File: config.mk
export PLATFORM = sky130hd
export DESIGN_NAME = uart_frame_ctrl
export DESIGN_NICKNAME = d
export VERILOG_FILES = /design/src/rtl/uart_frame_pkg.sv /design/src/rtl/uart_byte_strobe.sv /design/src/rtl/uart_frame_ctrl.sv
export SDC_FILE = /design/constraint.sdc
export NUM_CORES = 1
export LEC_CHECK = 0
export ABC_AREA = 1
export ABC_CLOCK_PERIOD_IN_PS = 2600
export BUFFER_PORTS_ARGS = -buffer_cell sky130_fd_sc_hd__clkbuf_2
export CAP_MARGIN = 20
export CORE_UTILIZATION = 58
export DETAILED_ROUTE_END_ITERATION = 12
export PLACE_DENSITY = 0.89
export SYNTH_ARGS = -nofsm -noshare
export SYNTH_HDL_FRONTEND = slang
export SYNTH_HIERARCHICAL = 1
export SYNTH_SLANG_ARGS = --single-unit
File: constraint.sdc
create_clock -name clk -period 2.6 [get_ports clk]
set_clock_uncertainty 0.1 [all_clocks]
set_input_delay 0.13 -clock clk [delete_from_list [all_inputs] [get_ports clk]]
set_output_delay 0.13 -clock clk [all_outputs]
set_load 0.02 [all_outputs]
File: src/rtl/uart_frame_pkg.sv
`default_nettype none
// ============================================================================
// Module   : uart_frame_pkg
// Purpose  : Shared definitions for the UART frame controller:
//            - frame state encoding (IDLE, CMD, LEN, PAYLOAD, CSUM)
//            - error code constants reported on err_code
//            - default frame start marker
//            - helper that sizes the inter-byte timeout counter
// Revision : 1.0 - initial release
// ============================================================================
package uart_frame_pkg;

    typedef enum logic [2:0] {
        ST_IDLE    = 3'd0,
        ST_CMD     = 3'd1,
        ST_LEN     = 3'd2,
        ST_PAYLOAD = 3'd3,
        ST_CSUM    = 3'd4
    } state_t;

    localparam logic [1:0] ERR_LEN     = 2'b01;
    localparam logic [1:0] ERR_CSUM    = 2'b10;
    localparam logic [1:0] ERR_TIMEOUT = 2'b11;

    localparam logic [7:0] DEFAULT_SYNC_BYTE = 8'hA5;

    // Width of a counter that must reach cycles-1; never narrower than 1 bit.
    function automatic int tmo_width(input int cycles);
        return (cycles > 1) ? $clog2(cycles) : 1;
    endfunction

endpackage
`default_nettype wire

File: src/rtl/uart_byte_strobe.sv
`default_nettype none
// ============================================================================
// Module   : uart_byte_strobe
// Purpose  : Turns the level-style rx_sample from the UART byte receiver into
//            a single-cycle byte accept. One accept per rising edge of
//            rx_sample, no matter how long the level stays high.
// Ports    : clk        in   system clock
//            rst        in   asynchronous active-high reset
//            rx_sample  in   byte-valid level from the receiver
//            rx_data    in   received byte
//            byte_acc   out  one-cycle accept (rx_sample high, previous low)
//            byte_data  out  byte to capture in the accept cycle
// Revision : 1.0 - initial release
// ============================================================================
module uart_byte_strobe (
    input  logic       clk,
    input  logic       rst,
    input  logic       rx_sample,
    input  logic [7:0] rx_data,
    output logic       byte_acc,
    output logic [7:0] byte_data
);

    logic r_rx_prev;

    // The previous level resets high so that a rx_sample already asserted
    // when reset releases is not mistaken for a fresh byte.
    always_ff @(posedge clk or posedge rst) begin
        if (rst) begin
            r_rx_prev <= 1'b1;
        end else begin
            r_rx_prev <= rx_sample;
        end
    end

    assign byte_acc  = rx_sample & ~r_rx_prev;
    assign byte_data = rx_data;

endmodule
`default_nettype wire

File: src/rtl/uart_frame_ctrl.sv
`default_nettype none
// ============================================================================
// Module   : uart_frame_ctrl
// Purpose  : Frame-level controller behind the UART byte receiver. Sequences
//            accepted bytes through SYNC, CMD, LEN, LEN payload bytes, CSUM;
//            writes payload into a downstream buffer and reports each frame
//            as done or errored. An inter-byte timeout returns a stalled
//            frame to IDLE. CSUM is the XOR of CMD, LEN and all payload bytes.
// Ports    : clk, rst           clock / asynchronous active-high reset
//            rx_data, rx_sample byte from receiver, valid-level strobe
//            pay_we/addr/wdata  payload buffer write port
//            frame_done         one-cycle pulse, good frame
//            frame_cmd/len      CMD / LEN of the last good frame
//            frame_err          one-cycle pulse, frame aborted
//            err_code           01 bad LEN, 10 checksum, 11 timeout
//            busy               high whenever a frame is in progress
// Options  : UART_FRAME_CTRL_STATS_EN adds saturating stat_ok / stat_err
//            counters of frame_done / frame_err pulses.
// Revision : 1.0 - initial release
// ============================================================================
module uart_frame_ctrl
    import uart_frame_pkg::*;
#(
    parameter int         MAX_LEN        = 16,
    parameter int         ADDR_W         = 4,
    parameter logic [7:0] SYNC_BYTE      = DEFAULT_SYNC_BYTE,
    parameter int         TIMEOUT_CYCLES = 2000
) (
    input  logic              clk,
    input  logic              rst,
    input  logic [7:0]        rx_data,
    input  logic              rx_sample,
    output logic              pay_we,
    output logic [ADDR_W-1:0] pay_addr,
    output logic [7:0]        pay_wdata,
    output logic              frame_done,
    output logic [7:0]        frame_cmd,
    output logic [7:0]        frame_len,
    output logic              frame_err,
    output logic [1:0]        err_code,
    output logic              busy
`ifdef UART_FRAME_CTRL_STATS_EN
    ,
    output logic [15:0]       stat_ok,
    output logic [15:0]       stat_err
`endif
);

    localparam int                 c_tmo_w    = tmo_width(TIMEOUT_CYCLES);
    localparam logic [c_tmo_w-1:0] c_tmo_last = c_tmo_w'(TIMEOUT_CYCLES - 1);
    localparam logic [c_tmo_w-1:0] c_tmo_one  = c_tmo_w'(1);
    localparam logic [8:0]         c_max_len  = 9'(MAX_LEN);

    logic               w_acc;
    logic [7:0]         w_byte;

    state_t             r_state;
    logic [7:0]         r_cmd;
    logic [7:0]         r_len;
    logic [7:0]         r_idx;
    logic [7:0]         r_csum;
    logic [c_tmo_w-1:0] r_tmo;

    uart_byte_strobe u_strobe (
        .clk       (clk),
        .rst       (rst),
        .rx_sample (rx_sample),
        .rx_data   (rx_data),
        .byte_acc  (w_acc),
        .byte_data (w_byte)
    );

    always_ff @(posedge clk or posedge rst) begin
        if (rst) begin
            r_state    <= ST_IDLE;
            r_cmd      <= 8'd0;
            r_len      <= 8'd0;
            r_idx      <= 8'd0;
            r_csum     <= 8'd0;
            r_tmo      <= '0;
            pay_we     <= 1'b0;
            pay_addr   <= '0;
            pay_wdata  <= 8'd0;
            frame_done <= 1'b0;
            frame_cmd  <= 8'd0;
            frame_len  <= 8'd0;
            frame_err  <= 1'b0;
            err_code   <= 2'b00;
            busy       <= 1'b0;
        end else begin
            // Strobes are single-cycle unless re-asserted below.
            pay_we     <= 1'b0;
            frame_done <= 1'b0;
            frame_err  <= 1'b0;

            if (r_state == ST_IDLE) begin
                r_tmo <= '0;
                // Anything other than the marker is line noise between frames.
                if (w_acc && (w_byte == SYNC_BYTE)) begin
                    r_state <= ST_CMD;
                    busy    <= 1'b1;
                end
            end else if (w_acc) begin
                // An accept always wins over a coincident timeout terminal count.
                r_tmo <= '0;
                case (r_state)
                    ST_CMD: begin
                        r_cmd   <= w_byte;
                        r_csum  <= w_byte;
                        r_state <= ST_LEN;
                    end
                    ST_LEN: begin
                        if ({1'b0, w_byte} > c_max_len) begin
                            frame_err <= 1'b1;
                            err_code  <= ERR_LEN;
                            r_state   <= ST_IDLE;
                            busy      <= 1'b0;
                        end else begin
                            r_len   <= w_byte;
                            r_csum  <= r_csum ^ w_byte;
                            r_idx   <= 8'd0;
                            r_state <= (w_byte == 8'd0) ? ST_CSUM : ST_PAYLOAD;
                        end
                    end
                    ST_PAYLOAD: begin
                        pay_we    <= 1'b1;
                        pay_addr  <= ADDR_W'(r_idx);
                        pay_wdata <= w_byte;
                        r_csum    <= r_csum ^ w_byte;
                        r_idx     <= r_idx + 8'd1;
                        if ((r_idx + 8'd1) == r_len) begin
                            r_state <= ST_CSUM;
                        end
                    end
                    ST_CSUM: begin
                        if (w_byte == r_csum) begin
                            frame_done <= 1'b1;
                            frame_cmd  <= r_cmd;
                            frame_len  <= r_len;
                        end else begin
                            frame_err <= 1'b1;
                            err_code  <= ERR_CSUM;
                        end
                        r_state <= ST_IDLE;
                        busy    <= 1'b0;
                    end
                    default: begin
                        r_state <= ST_IDLE;
                        busy    <= 1'b0;
                    end
                endcase
            end else if (r_tmo == c_tmo_last) begin
                frame_err <= 1'b1;
                err_code  <= ERR_TIMEOUT;
                r_tmo     <= '0;
                r_state   <= ST_IDLE;
                busy      <= 1'b0;
            end else begin
                r_tmo <= r_tmo + c_tmo_one;
            end
        end
    end

`ifdef UART_FRAME_CTRL_STATS_EN
    // Counters follow the registered pulses, so they settle one cycle later.
    always_ff @(posedge clk or posedge rst) begin
        if (rst) begin
            stat_ok  <= 16'd0;
            stat_err <= 16'd0;
        end else begin
            if (frame_done && (stat_ok != 16'hFFFF)) begin
                stat_ok <= stat_ok + 16'd1;
            end
            if (frame_err && (stat_err != 16'hFFFF)) begin
                stat_err <= stat_err + 16'd1;
            end
        end
    end
`endif

endmodule
`default_nettype wire

## Yosys cells after proc, flatten, opt, wreduce, memory -nomap -nowiden

Index checks and enable logic that the tools add are counted.

| storage, ports and cells | value |
|---|---|
| flip-flop bits (word level) | 81 |
| latch bits | 0 |
| RAM bits | 0 |
| ROM bits | 0 |
| input port bits | 11 |
| output and inout port bits | 34 |
| memories | 0 |

| operators by class | value |
|---|---|
| add/subtract/negate cells | 2 |
| $mul | 0 |
| div/mod/pow operators | 0 |
| order comparisons | 1 |
| equal/unequal tests | 16 |
| shift operators | 0 |
| mux-type cells | 39 |
| bitwise operators | 5 |
| reduce and logical (&&, ||, !) cells | 17 |

Operators with widths:

| operator | count |
|---|---|
| two-way mux 11 bit | 3 |
| case mux 8 bit (3 select lines) | 1 |
| two-way mux 3 bit | 7 |
| AND reduction 4 bit | 5 |
| two-way mux 1 bit | 17 |
| equality test 8 bit | 2 |
| two-way mux 8 bit | 2 |
| case mux 8 bit (2 select lines) | 1 |
| adder 11 x 1 -> 11 bit, second input constant | 1 |
| equality test 11 bit, second input constant | 1 |
| case mux 3 bit (3 select lines) | 1 |
| AND reduction 3 bit | 3 |
| adder 8 x 1 -> 8 bit, second input constant | 1 |
| equality test 8 bit, second input constant | 1 |
| > comparator 8 x 5 -> 1 bit, second input constant | 1 |
| zero test 8 bit | 1 |
| two-way mux 2 bit | 4 |
| != test 4 bit, second input constant | 2 |
| bitwise XOR 8 bit | 1 |
| equality test 3 x 2 -> 1 bit, second input constant | 2 |
| != test 3 bit, second input constant | 2 |
| nonzero test 3 bit | 2 |
| AND reduction 5 bit | 1 |
| case mux 1 bit (2 select lines) | 2 |
| 13 further kinds | 16 |

## Depth between registers and ports, before layout

Gate-level depths: netlist (run 1).

| logic depth | value |
|---|---|
| depth after elaboration | 6 |
| depth in mapped cells | 13 |
| depth with buffers taken out | 13 |

## Cells and area by module

Netlist (run 1), hierarchy kept.

Modules (own cells, without submodules):

| module | instances | cells an instance | area each (um2) | sequential area each (um2) |
|---|---|---|---|---|
| uart_frame_ctrl | 1 | 450 | 3923.8 | 2001.9 |
| uart_byte_strobe | 1 | 12 | 100.1 | 26.3 |

## Least setup slack after synthesis (run 1)

Ideal clock, no wire load.

| timing | value |
|---|---|
| path kind | reg2reg |
| start point | reg r_idx[0] |
| end point | reg r_state[1] |
| setup time | 0.120 ns |
| arrival | 1.429 ns |
| data required time | 2.380 ns |
| path slack | 0.950 ns |
| cell stages (with the launch flop) | 12 |
| period minus slack after synthesis | 1.650 ns |
| path through | dfrtp_1 ha_1 xnor2_1 nand2_1 nor2_1 nand3_1 nor2_1 nand3_1 nand2_2 nand2_2 nand2_1 nand2_1 |

| between the ends | value |
|---|---|
| longest elaborated chain between the ends | 4 |

Ends and longest elaborated chain:

| element | RTL line | RTL |
|---|---|---|
| start: declaration | uart_frame_ctrl.sv:60 | `logic [7:0] r_idx;` |
| start signal: assignment | uart_frame_ctrl.sv:130 | `r_idx <= r_idx + 8'd1;` |
| adder 8 x 1 -> 8 bit | uart_frame_ctrl.sv:131 | `if ((r_idx + 8'd1) == r_len) begin` |
| equality test 8 bit | uart_frame_ctrl.sv:131 |  |
| != test 4 bit (no line) | - |  |
| AND reduction 3 bit (no line) | - |  |
| end signal: assignment | uart_frame_ctrl.sv:122 | `r_state <= (w_byte == 8'd0) ? ST_CSUM : ST_PAYLOAD;` |
| end: declaration | uart_frame_ctrl.sv:57 | `state_t r_state;` |

Every way passes these cells.
A chain may end at the register's enable or synchronous reset.

## Worst setup path in the final report (run 1)

| timing | value |
|---|---|
| start point | in rx_sample |
| end point | reg frame_cmd[1] |

| between the ends | value |
|---|---|
| longest elaborated chain between the ends | 2 |

Ends and longest elaborated chain:

| element | RTL line | RTL |
|---|---|---|
| start: declaration | uart_frame_ctrl.sv:32 | `input logic rx_sample,` |
| bitwise AND 1 bit | uart_byte_strobe.sv:36 | `assign byte_acc = rx_sample & ~r_rx_prev;` |
| net w_acc | uart_frame_ctrl.sv:54 | `logic w_acc;` |
| AND reduction 4 bit (no line) | - |  |
| end signal: assignment | uart_frame_ctrl.sv:138 | `frame_cmd <= r_cmd;` |
| end: declaration | uart_frame_ctrl.sv:37 | `output logic [7:0] frame_cmd,` |

The timed path passes the listed nets, and every way through them passes these cells.

==> flow_summary_export.csv, run 1 <==
group,metric,value,unit
status,status,"finished, final reports clean",
drt,vias,3174,
clock_network,cts_tree,"done",
final_layout,num-nets-final,516,
placement,dp_hpwl,6033,um
hold_path,hold_path_class,"in2reg",
clock_network,cts.htree.levels,3,
clock_network,clk_pin_slew,0.07,ns
setup_path,crit_required,2.78,ns
synth,synthesis.instances,462,
synth,ys.warnings.count,6,
drt,via_per_inst,5.444,
sta,finalCritPeriodShare,76.28,%
final_layout,diodes,0,
drt,post_drt_wl_per_cell,14.33,um
sta,tns,0,ns
global_route,grt_pass1_vias,3024,
power,power_density,926.3,mW/mm^2
global_route,grt_usage,25.24,%
drt,wirelength,8355,um
run,maxCapViolations,0,
global_route,gr-total-overflow,0,
synth,netlist_area,0.004024,mm^2
synth,synth_top_cell_area_share,49.75,%
global_route,grt_pass1_wl,14110,um
synth,syn_nets,475,
synth,ys_types,37,
sta,max_clock_freq,504.2,MHz
final_layout,drive_gt1_share,21.94,%
power,leakage,2.258,nW
die,die_area,0.007274,mm^2
drt,dr.pass1.iters,5,
sta,hold_viol_final,0,
synth,ys_top_cells_by_area,"dfrtp_1 (50%), nand2_1 (13%), inv_1 (3.7%)",
drt,final_antenna_net_count,0,
clock_network,cts_root_buffer,"clkbuf_8",
placement,dp.cells,567,
setup_path,crit_buf_inv,6,
final_layout,synthToLayoutAreaGrowth,9.080,%
setup_path,worstPathCellList,"dlygate4sd3_1 -> clkbuf_2 -> inv_1 -> nor2_2 -> inv_1 -> nor2_1 -> nand3_1 -> buf_4 -> inv_2 -> nand2_1 -> nand2_1",
setup_path,worstSetupEndpointType,"flip-flop",
setup_path,path_class,"in2reg",
setup_path,cp_max_fo,23,
die,num_rows,29,
drt,first_iter_violations,176,
placement,place_congestion,0.8548,
drt,drc_errors,0,
setup_path,cp.arrival,2.17,ns
power,total_power,4.066,mW
global_route,grt_max_degree,81,
placement,io_buffers,44,
synth,syn_area_per_cell,8.710,um^2
global_route,grt_antenna_before_repair,0,
sta,tightest_slew,0.4851,ns
setup_path,cp_slowest_cell,"dlygate4sd3_1",
final_layout,fin_cells,583,
clock_network,cts.path.max_buffers,2,
sta,rsz0062_at_grt,"false",
clock_network,clock_latency,0.35,ns
clock_network,numClockSinks,81,
clock_network,post_cts_resized,0,
die,coreArea,0.006531,mm^2
synth,ys_ff_latch,81,
synth,synth.largest_area_cell,"dfrtp_1",
die,initial_core_util,61.61,%
setup_path,cp-start-kind,"input pin",
die,die_height,85.29,um
sta,finalSetupViolCount,0,
die,die-width,85.29,um
sta,slew_viol_final,0,
synth,ys_seq_area_share,50.40,%
clock_network,cts_buffers,9,
sta,relSlewSlack,67.57,%
setup_path,max_stage_delay,0.53,ns
setup_path,cp_top_family,"buffers and inverters",
sta,fin_crit,1.983,ns
power,ir_drop,0.5818,mV
die,boundaryPins,45,
-- registers in the layout, indices dropped and copies added, names as in the netlist, 8 cells and up --
name       flops
frame_cmd      8
r_csum         8
frame_len      8
r_tmo         11
r_cmd          8
r_idx          8
pay_wdata      8
r_len          8
-- metal layers --
| metal | vias up | share of wire (%) | track usage [%] | wire (um) |
|---|---|---|---|---|
| li1 | 1543 | - | - | - |
| met5 | - | 0 | 0 | 0 |
| met4 | 0 | 2.0 | 10.61 | 163 |
| met3 | 13 | 6.1 | 4.864 | 513 |
| met1 | 1513 | 46 | 34.70 | 3809 |
| met2 | 105 | 46 | 39.66 | 3869 |
-- cell usage after synthesis (all sizes together) --
| cell | n |
|---|---|
| nor3b | 3 |
| o22ai | 3 |
| nor3 | 9 |
| xnor2 | 6 |
| buf | 17 |
| nand2 | 147 |
| o21ai | 53 |
| o31ai | 2 |
| o21a | 3 |
| a21oi | 9 |
| nand3 | 30 |
| dfstp | 1 |
| nor2 | 33 |
| and3 | 1 |
| nand4 | 3 |
| clkbuf | 1 |
| inv | 54 |
| ha | 2 |
| xor2 | 4 |
| dfrtp | 80 |
| clkinv | 1 |
-- stage by stage --
stage	hold WS [ns]	setup WS (ns)	utilization, %	area (um^2)
2_1_floorplan	-0.08030	0.3183	-	4024
3_3_place_gp	0.02898	0.7318	64.69	4225
3_5_place_dp	0.02966	0.7135	64.69	4225
4_1_cts	0.04801	0.6344	67.20	4389
5_1_grt	0.05926	0.4922	67.20	4389
6_report	0.05175	0.6169	67.20	4389
-- kinds of logic after synthesis --
group           count (synthesis)  synth area share (%)
simple gates                  226                 27.02
flops                          81                 50.40
buf+inv                        73                 8.861
compound gates                 70                 10.91
xor+xnor                       10                 2.177
fa+ha+maj                       2                0.6218
-- worst paths after layout --
path                               startpoint                 end  slack [ns]  cells past startpoint
setup reg to reg           u_strobe/r_rx_prev        frame_cmd[1]        0.69                      8
max in group asynchronous                 rst        frame_len[1]        1.77                      4
hold reg to reg                      r_cmd[7]        frame_cmd[7]        0.37                      2
setup / recovery                    rx_sample        frame_cmd[1]        0.62                     11
hold / removal                     rx_data[4]           r_csum[4]        0.05                      5
min in group asynchronous                 rst  u_strobe/r_rx_prev        0.22                      3
-- placed cells by master (no fill, tap or decap), types with 2 or more instances in the layout --
master         instances
nand2_1              140
dfrtp_1               80
clkbuf_2              44
inv_1                 39
nand3_1               25
o21ai_0               23
o21ai_1               22
nor2_1                21
inv_2                 12
clkbuf_8               9
a21oi_1                8
nor3_1                 8
nand2_2                7
o21ai_2                6
xnor2_1                6
nor2_8                 5
nor2_2                 5
nand3_2                5
xor2_1                 4
clkbuf_1               4
inv_4                  3
o22ai_2                3
o21a_1                 3
nor3b_1                3
o21ai_4                2
nor2_4                 2
nand4_1                2
ha_1                   2
dlygate4sd3_1          2
-- worst reg2reg max path: cells and delay by family (launching register included) --
kind	cells	cell delay [ns]
simple gates	5	0.69
flops	1	0.37
buf+inv	3	0.68
-- where the power goes --
group	switching [mW]	total, mW	leakage [nW]	internal, mW
registers	0.253	1.84	1.07	1.59
clock network	0.417	0.754	0.0733	0.337
logic	0.969	1.47	1.12	0.503
-- what timing repair did --
| action | in CTS | in global routing |
|---|---|---|
| setup buffers | 0 | 0 |
| hold buffers | 2 | 0 |
| endpoints found under the hold margin | 82 | 0 |
-- layout make-up --
cell class / count / area, um^2
clock inverter: 1 / 5.005
fill: 529 / 2142
sequential: 81 / 2028
multi-input combinational: 308 / 1639
tap: 77 / 96.34
timing repair buffer: 48 / 267.8
inverter: 55 / 214.0
clock buffer: 13 / 138.9
No activity file was read; power rests on OpenSTA's default activity.
==> run 2, diff against run 1 <==
- ABC_CLOCK_PERIOD_IN_PS: 2600 -> 2000
- clock period: 2.6 -> 2 ns (I/O delays scaled with it)
==> flow_summary_export.csv, run 2 (synthesized netlist as in run 1, its figures left out) <==
group,metric,value,unit
final_layout,layout_commonest_cell,"nand2_1",
drt,dr.pass1.iters,5,
die,die_height,85.29,um
placement,io_buffers,44,
run,maxCapViolations,0,
power,power_switching,2.226,mW
sta,max_clock_freq,511.7,MHz
hold_path,hold_path_class,"in2reg",
drt,vias,3265,
sta,fin_crit,1.954,ns
sta,finalSetupViolCount,0,
clock_network,clock_latency,0.36,ns
power,total_power,5.967,mW
final_layout,diodes,0,
global_route,gr-total-overflow,0,
global_route,grt_max_degree,32,
clock_network,cts_tree,"done",
final_layout,num-nets-final,523,
hold_path,min-delay-start,"rx_data[3]",
final_layout,largest_reg_flops,11,
clock_network,cts.htree.levels,3,
sta,relSlewSlack,59.56,%
global_route,grt_usage,26.23,%
power,p_seq_share,40.2,%
setup_path,cp_slowest_cell,"dlygate4sd3_1",
drt,via_per_inst,5.515,
final_layout,synthToLayoutAreaGrowth,14.37,%
sta,tns,0,ns
die,boundaryPins,45,
clock_network,clk_pin_slew,0.08,ns
drt,wirelength,8693,um
drt,post_drt_wl_per_cell,14.68,um
power,clkPwrFrac,26.8,%
power,leakage,2.348,nW
die,num_rows,29,
clock_network,cts_buffers,9,
global_route,grt_antenna_before_repair,0,
sta,tightest_slew,0.6054,ns
setup_path,max_stage_delay,0.52,ns
setup_path,crit_buf_inv,6,
sta,slew_viol_final,0,
setup_path,rrSetupSlack,0.09,ns
setup_path,cp-start-kind,"input pin",
clock_network,cts.path.max_buffers,2,
placement,dp_hpwl,6133,um
final_layout,largest_register,"r_tmo",
power,p_int,3.742,mW
die,die-width,85.29,um
setup_path,cp.arrival,2.10,ns
setup_path,path_class,"in2reg",
sta,hold_viol_final,0,
final_layout,fill_cells,481,
setup_path,r2r-start,"r_state[2]",
die,initial_core_util,61.61,%
setup_path,cp_top_family,"buffers and inverters",
setup_path,cpMostUsedCell,"buf_4",
power,combPwrFrac,33.0,%
final_layout,post-route-util,70.46,%
setup_path,crit_required,2.15,ns
die,die_area,0.007274,mm^2
power,ir_drop,0.8376,mV
placement,place_congestion,0.9057,
final_layout,drive_gt1_share,24.66,%
global_route,grt_pass1_vias,3118,
clock_network,numClockSinks,81,
die,coreArea,0.006531,mm^2
global_route,grt_pass1_wl,14500,um
drt,final_antenna_net_count,0,
final_layout,final_cell_mix,"nand2_1 (140), dfrtp_1 (79), clkbuf_2 (44)",
hold_path,whs_path_depth,5,
setup_path,reg2reg_to,"busy",
setup_path,reg2reg_depth,8,
power,swShare,37.30,%
power,power_density,1297,mW/mm^2
sta,finalCritPeriodShare,97.72,%
status,status,"finished, final reports clean",
setup_path,worstSetupEndpointType,"flip-flop",
setup_path,cp_max_fo,16,
drt,drc_errors,0,
clock_network,cts_root_buffer,"clkbuf_8",
drt,first_iter_violations,222,
hold_path,holdPathEnd,"r_csum[3]",
setup_path,worstPathCellList,"dlygate4sd3_1 -> clkbuf_2 -> inv_1 -> nor2_2 -> clkinvlp_4 -> buf_4 -> nor2_1 -> nand3_1 -> buf_4 -> nand2_1 -> o21ai_1",
## run 2: changes by cell type in the layout (fill, tap and decap cells not counted), moves of 2 or more
cell	previous run	this run
clkinvlp_4	0	2
bufinv_16	0	4
buf_4	1	6
clkbuf_1	4	0
## run 2: metrics by stage
step / hold slack [ns] / worst slack (ns) / area (um^2) / instances
CTS: 0.01388 / 0.1099 / 4577 / 590
global placement: 0.03554 / 0.1858 / 4272 / 571
floorplan: -0.1103 / 0.3504 / 4028 / 462
global route: 0.03794 / -0.02766 / 4602 / 592
finish: 0.02557 / 0.04567 / 4602 / 592
detailed placement: 0.03826 / 0.1239 / 4272 / 571
## run 2: tightest hold or removal path: stages
cell	delay, ns
clkbuf_2	0.12
nand2_1	0.06
o21ai_0	0.06
nand2_1	0.06
nand2_1	0.05
## run 2: worst max-delay path by stage
stage | startpoint | end | slack, ns | depth (start not counted)
global placement | r_state[2] | busy | 0.19 | 8
detailed placement | r_idx[0] | r_state[1] | 0.12 | 11
floorplan | r_idx[0] | r_state[1] | 0.35 | 11
finish | rx_sample | frame_len[5] | 0.05 | 11
global route | rx_sample | frame_len[5] | -0.03 | 11
CTS | r_idx[0] | r_state[1] | 0.11 | 11
## run 2: power by group through the flow
stage	combinational, mW	sequential, mW	clock (mW)
floorplan	1.34	2.54	0
global placement	1.84	2.39	0
CTS	1.95	2.39	1.62
finish	1.97	2.40	1.60
global route	2.19	2.45	1.69
detailed placement	1.92	2.41	0
## run 2: cell type report
type | count | area (um^2) | share of cell area, %
clock buffers | 10 | 137.6 | 2.991
clock inverters | 6 | 137.6 | 2.991
inverters | 55 | 221.5 | 4.812
multi-input cells | 308 | 1644 | 35.73
flip-flops and latches | 81 | 2029 | 44.10
well taps | 77 | 96.34 | 2.094
repair buffers | 55 | 335.3 | 7.287
## run 2: timing repair
| item | CTS | global route |
|---|---|---|
| setup endpoints to repair | 0 | 4 |
| hold buffers | 3 | 0 |
| resized for setup | 0 | 4 |
| buffers inserted | 0 | 2 |
| hold endpoints to repair | 28 | 0 |
## run 2: per-layer routing
metal	global-route usage [%]	vias to the layer above	part of all wire [%]
met4	13.03	0	3.1
met1	35.22	1553	43
met5	0	-	0
li1	-	1568	-
met3	5.934	25	6.6
met2	40.54	119	47
==> run 3, diff against run 2 <==
- ABC_AREA: 1 -> 0
- GPL_TIMING_DRIVEN: unset -> 0
==> flow_summary_export.csv, run 3 <==
group,metric,value,unit
status,status,"complete, but fails checks",
status,violations,"negative setup slack",
clock_network,cts_tree,"done",
synth,ys_seq_area_share,52.24,%
sta,fin_crit,2.194,ns
setup_path,worstSetupEndpointType,"flip-flop",
drt,drc_errors,0,
synth,syn_area_per_cell,10.58,um^2
power,p_int,3.451,mW
final_layout,layout_commonest_cell,"dfrtp_1",
synth,synthesis.instances,367,
synth,syn_nets,380,
setup_path,rrSetupSlack,-0.19,ns
final_layout,synthToLayoutAreaGrowth,23.17,%
clock_network,cts_root_buffer,"clkbuf_8",
synth,ys.warnings.count,6,
global_route,grt_antenna_before_repair,0,
placement,io_buffers,36,
die,boundaryPins,45,
final_layout,diodes,0,
synth,synth_top_cell_area_share,51.56,%
drt,wl_met3,644,um
power,clkPwrFrac,22.6,%
clock_network,numClockSinks,81,
clock_network,cts.htree.levels,3,
power,power_switching,2.008,mW
global_route,gr-total-overflow,0,
final_layout,largest_reg_flops,11,
setup_path,crit_buf_inv,2,
final_layout,num-nets-final,448,
final_layout,final-seq-area,0.002033,mm^2
power,combPwrFrac,33.3,%
global_route,grt_pass1_vias,3135,
synth,ys_top_cells_by_area,"dfrtp_1 (52%), mux2_2 (7.5%), nand2_1 (5.8%)",
final_layout,drive_gt1_share,33.41,%
power,swShare,36.78,%
clock_network,cts_buffers,9,
drt,final_antenna_net_count,0,
die,initial_core_util,60.45,%
global_route,grt_max_degree,33,
synth,synth.largest_area_cell,"dfrtp_1",
synth,ys_ff_latch,81,
setup_path,cp_top_family,"simple AND/OR/NAND/NOR gates",
synth,synth_edf_count,0,
setup_path,cp_slowest_cell,"dfrtp_1",
die,die-width,83.82,um
sta,relSlewSlack,57.29,%
die,coreArea,0.006422,mm^2
clock_network,clock_latency,0.37,ns
sta,slew_viol_final,0,
final_layout,multi_input_area,0.001817,mm^2
final_layout,fill_cells,413,
setup_path,cp_max_fo,5,
die,die_height,83.82,um
synth,synth_most_common_cell,"dfrtp_1",
power,leakage,2.317,nW
clock_network,cts.path.max_buffers,2,
sta,finalCritPeriodShare,109.7,%
placement,dp_hpwl,5521,um
clock_network,clk_pin_slew,0.08,ns
die,num_rows,29,
sta,rsz0062_at_grt,"true",
synth,ys_types,50,
drt,wirelength,9598,um
global_route,grt_pass1_wl,14960,um
drt,dr.pass1.iters,6,
drt,top_layer,"met4",
synth,async_flop_share,100.0,%
setup_path,cp-start-kind,"flip-flop",
global_route,grt_usage,27.84,%
sta,tightest_slew,0.6393,ns
synth,netlist_area,0.003882,mm^2
sta,hold_viol_final,0,
die,die_area,0.007025,mm^2
drt,via_per_inst,6.066,
setup_path,cp.arrival,2.34,ns
run,maxCapViolations,0,
hold_path,hold_path_class,"in2reg",
drt,vias,3136,
setup_path,path_class,"reg2reg",
sta,fin_ws,-0.1941,ns
sta,tns,-3.196,ns
sta,finalSetupViolCount,24,
power,p_seq_share,44.1,%
setup_path,max_stage_delay,0.44,ns
setup_path,crit_required,2.15,ns
drt,routed-wl-met2,4768,um
sta,max_clock_freq,455.8,MHz
setup_path,worstPathCellList,"xnor2_2 -> nand4_1 -> nor4_4 -> buf_4 -> buf_8 -> mux2_4",
placement,place_congestion,0.8463,
drt,first_iter_violations,293,
power,ir_drop,1.011,mV
final_layout,final_cell_mix,"dfrtp_1 (76), nand2_1 (59), clkbuf_2 (39)",
final_layout,largest_register,"r_tmo",
power,power_density,1142,mW/mm^2
drt,wl_met1,3848,um
drt,post_drt_wl_per_cell,18.56,um
synth,synth-main-ff-cell,"dfrtp_1",
synth,synthTopCellsByCount,"dfrtp_1 (80), nand2_1 (60), mux2_2 (26), nor2_1 (23), xnor2_1 (18)",
power,total_power,5.459,mW
run 3: per-layer routing:
metal	GRT usage, %	up-vias
li1	-	1400
met2	47.02	147
met4	10.82	0
met5	0	-
met1	34.31	1551
met3	7.319	38
run 3: cell type report:
cell class                      count  share of cell area (%)
Multi-Input combinational cell    250                   37.99
Timing Repair Buffer               60                   8.896
Sequential cell                    81                   42.52
Tap cell                           77                   2.015
Inverter                            8                  0.7064
Clock buffer                       11                   2.957
Clock inverter                      5                   1.308
Buffer                             25                   3.611
run 3: logic make-up after synthesis:
| group | after synthesis | share of synthesized area [%] |
|---|---|---|
| mux | 32 | 9.732 |
| buf+inv | 36 | 5.092 |
| flops | 81 | 52.24 |
| compound gates | 50 | 8.444 |
| simple gates | 138 | 17.53 |
| fa+ha+maj | 2 | 0.6444 |
| xor+xnor | 28 | 6.316 |
run 3: metrics by stage:
stage	hold slack, ns	cell area, um^2	setup slack (ns)	util, %	instances
floorplan	-0.1103	3925	0.008408	-	367
global placement	0.01898	4202	-0.3135	65.42	480
detailed placement	0.03021	4249	-0.3528	66.16	482
CTS	0.001717	4627	-0.03691	72.04	513
global route	0.01978	4782	-0.1704	74.46	517
finish	0.01786	4782	-0.1941	74.46	517
run 3: timing repair:
| item | CTS | global route |
|---|---|---|
| gates resized for setup | 11 | 34 |
| endpoints found under the setup margin | 31 | 51 |
| hold buffers | 10 | 0 |
| setup buffers | 5 | 6 |
| pin swaps | 2 | 4 |
| gates cloned | 1 | 0 |
| hold endpoints to repair | 37 | 0 |
run 3: final timing paths:
path / start / end / depth (start not counted)
worst max-delay path: r_csum[6] / frame_len[5] / 6
worst min-delay path: rx_data[1] / r_cmd[1] / 3
worst max register to register: r_csum[6] / frame_len[5] / 6
worst min register to register: pay_addr[0] / pay_addr[0] / 2
max in group asynchronous: rst / r_idx[0] / 4
min in group asynchronous: rst / u_strobe/r_rx_prev / 3
run 3: tightest hold or removal path: stages:
cell    delay, ns
buf_4        0.08
buf_6        0.12
mux2_2       0.15
run 3: power by group through the flow:
stage | logic (mW) | registers [mW] | clock network (mW)
after floorplan | 1.02 | 2.46 | 0
after global placement | 1.44 | 2.35 | 0
after detailed placement | 1.52 | 2.38 | 0
after CTS | 1.62 | 2.36 | 1.24
after global routing | 1.96 | 2.44 | 1.31
final | 1.82 | 2.41 | 1.23
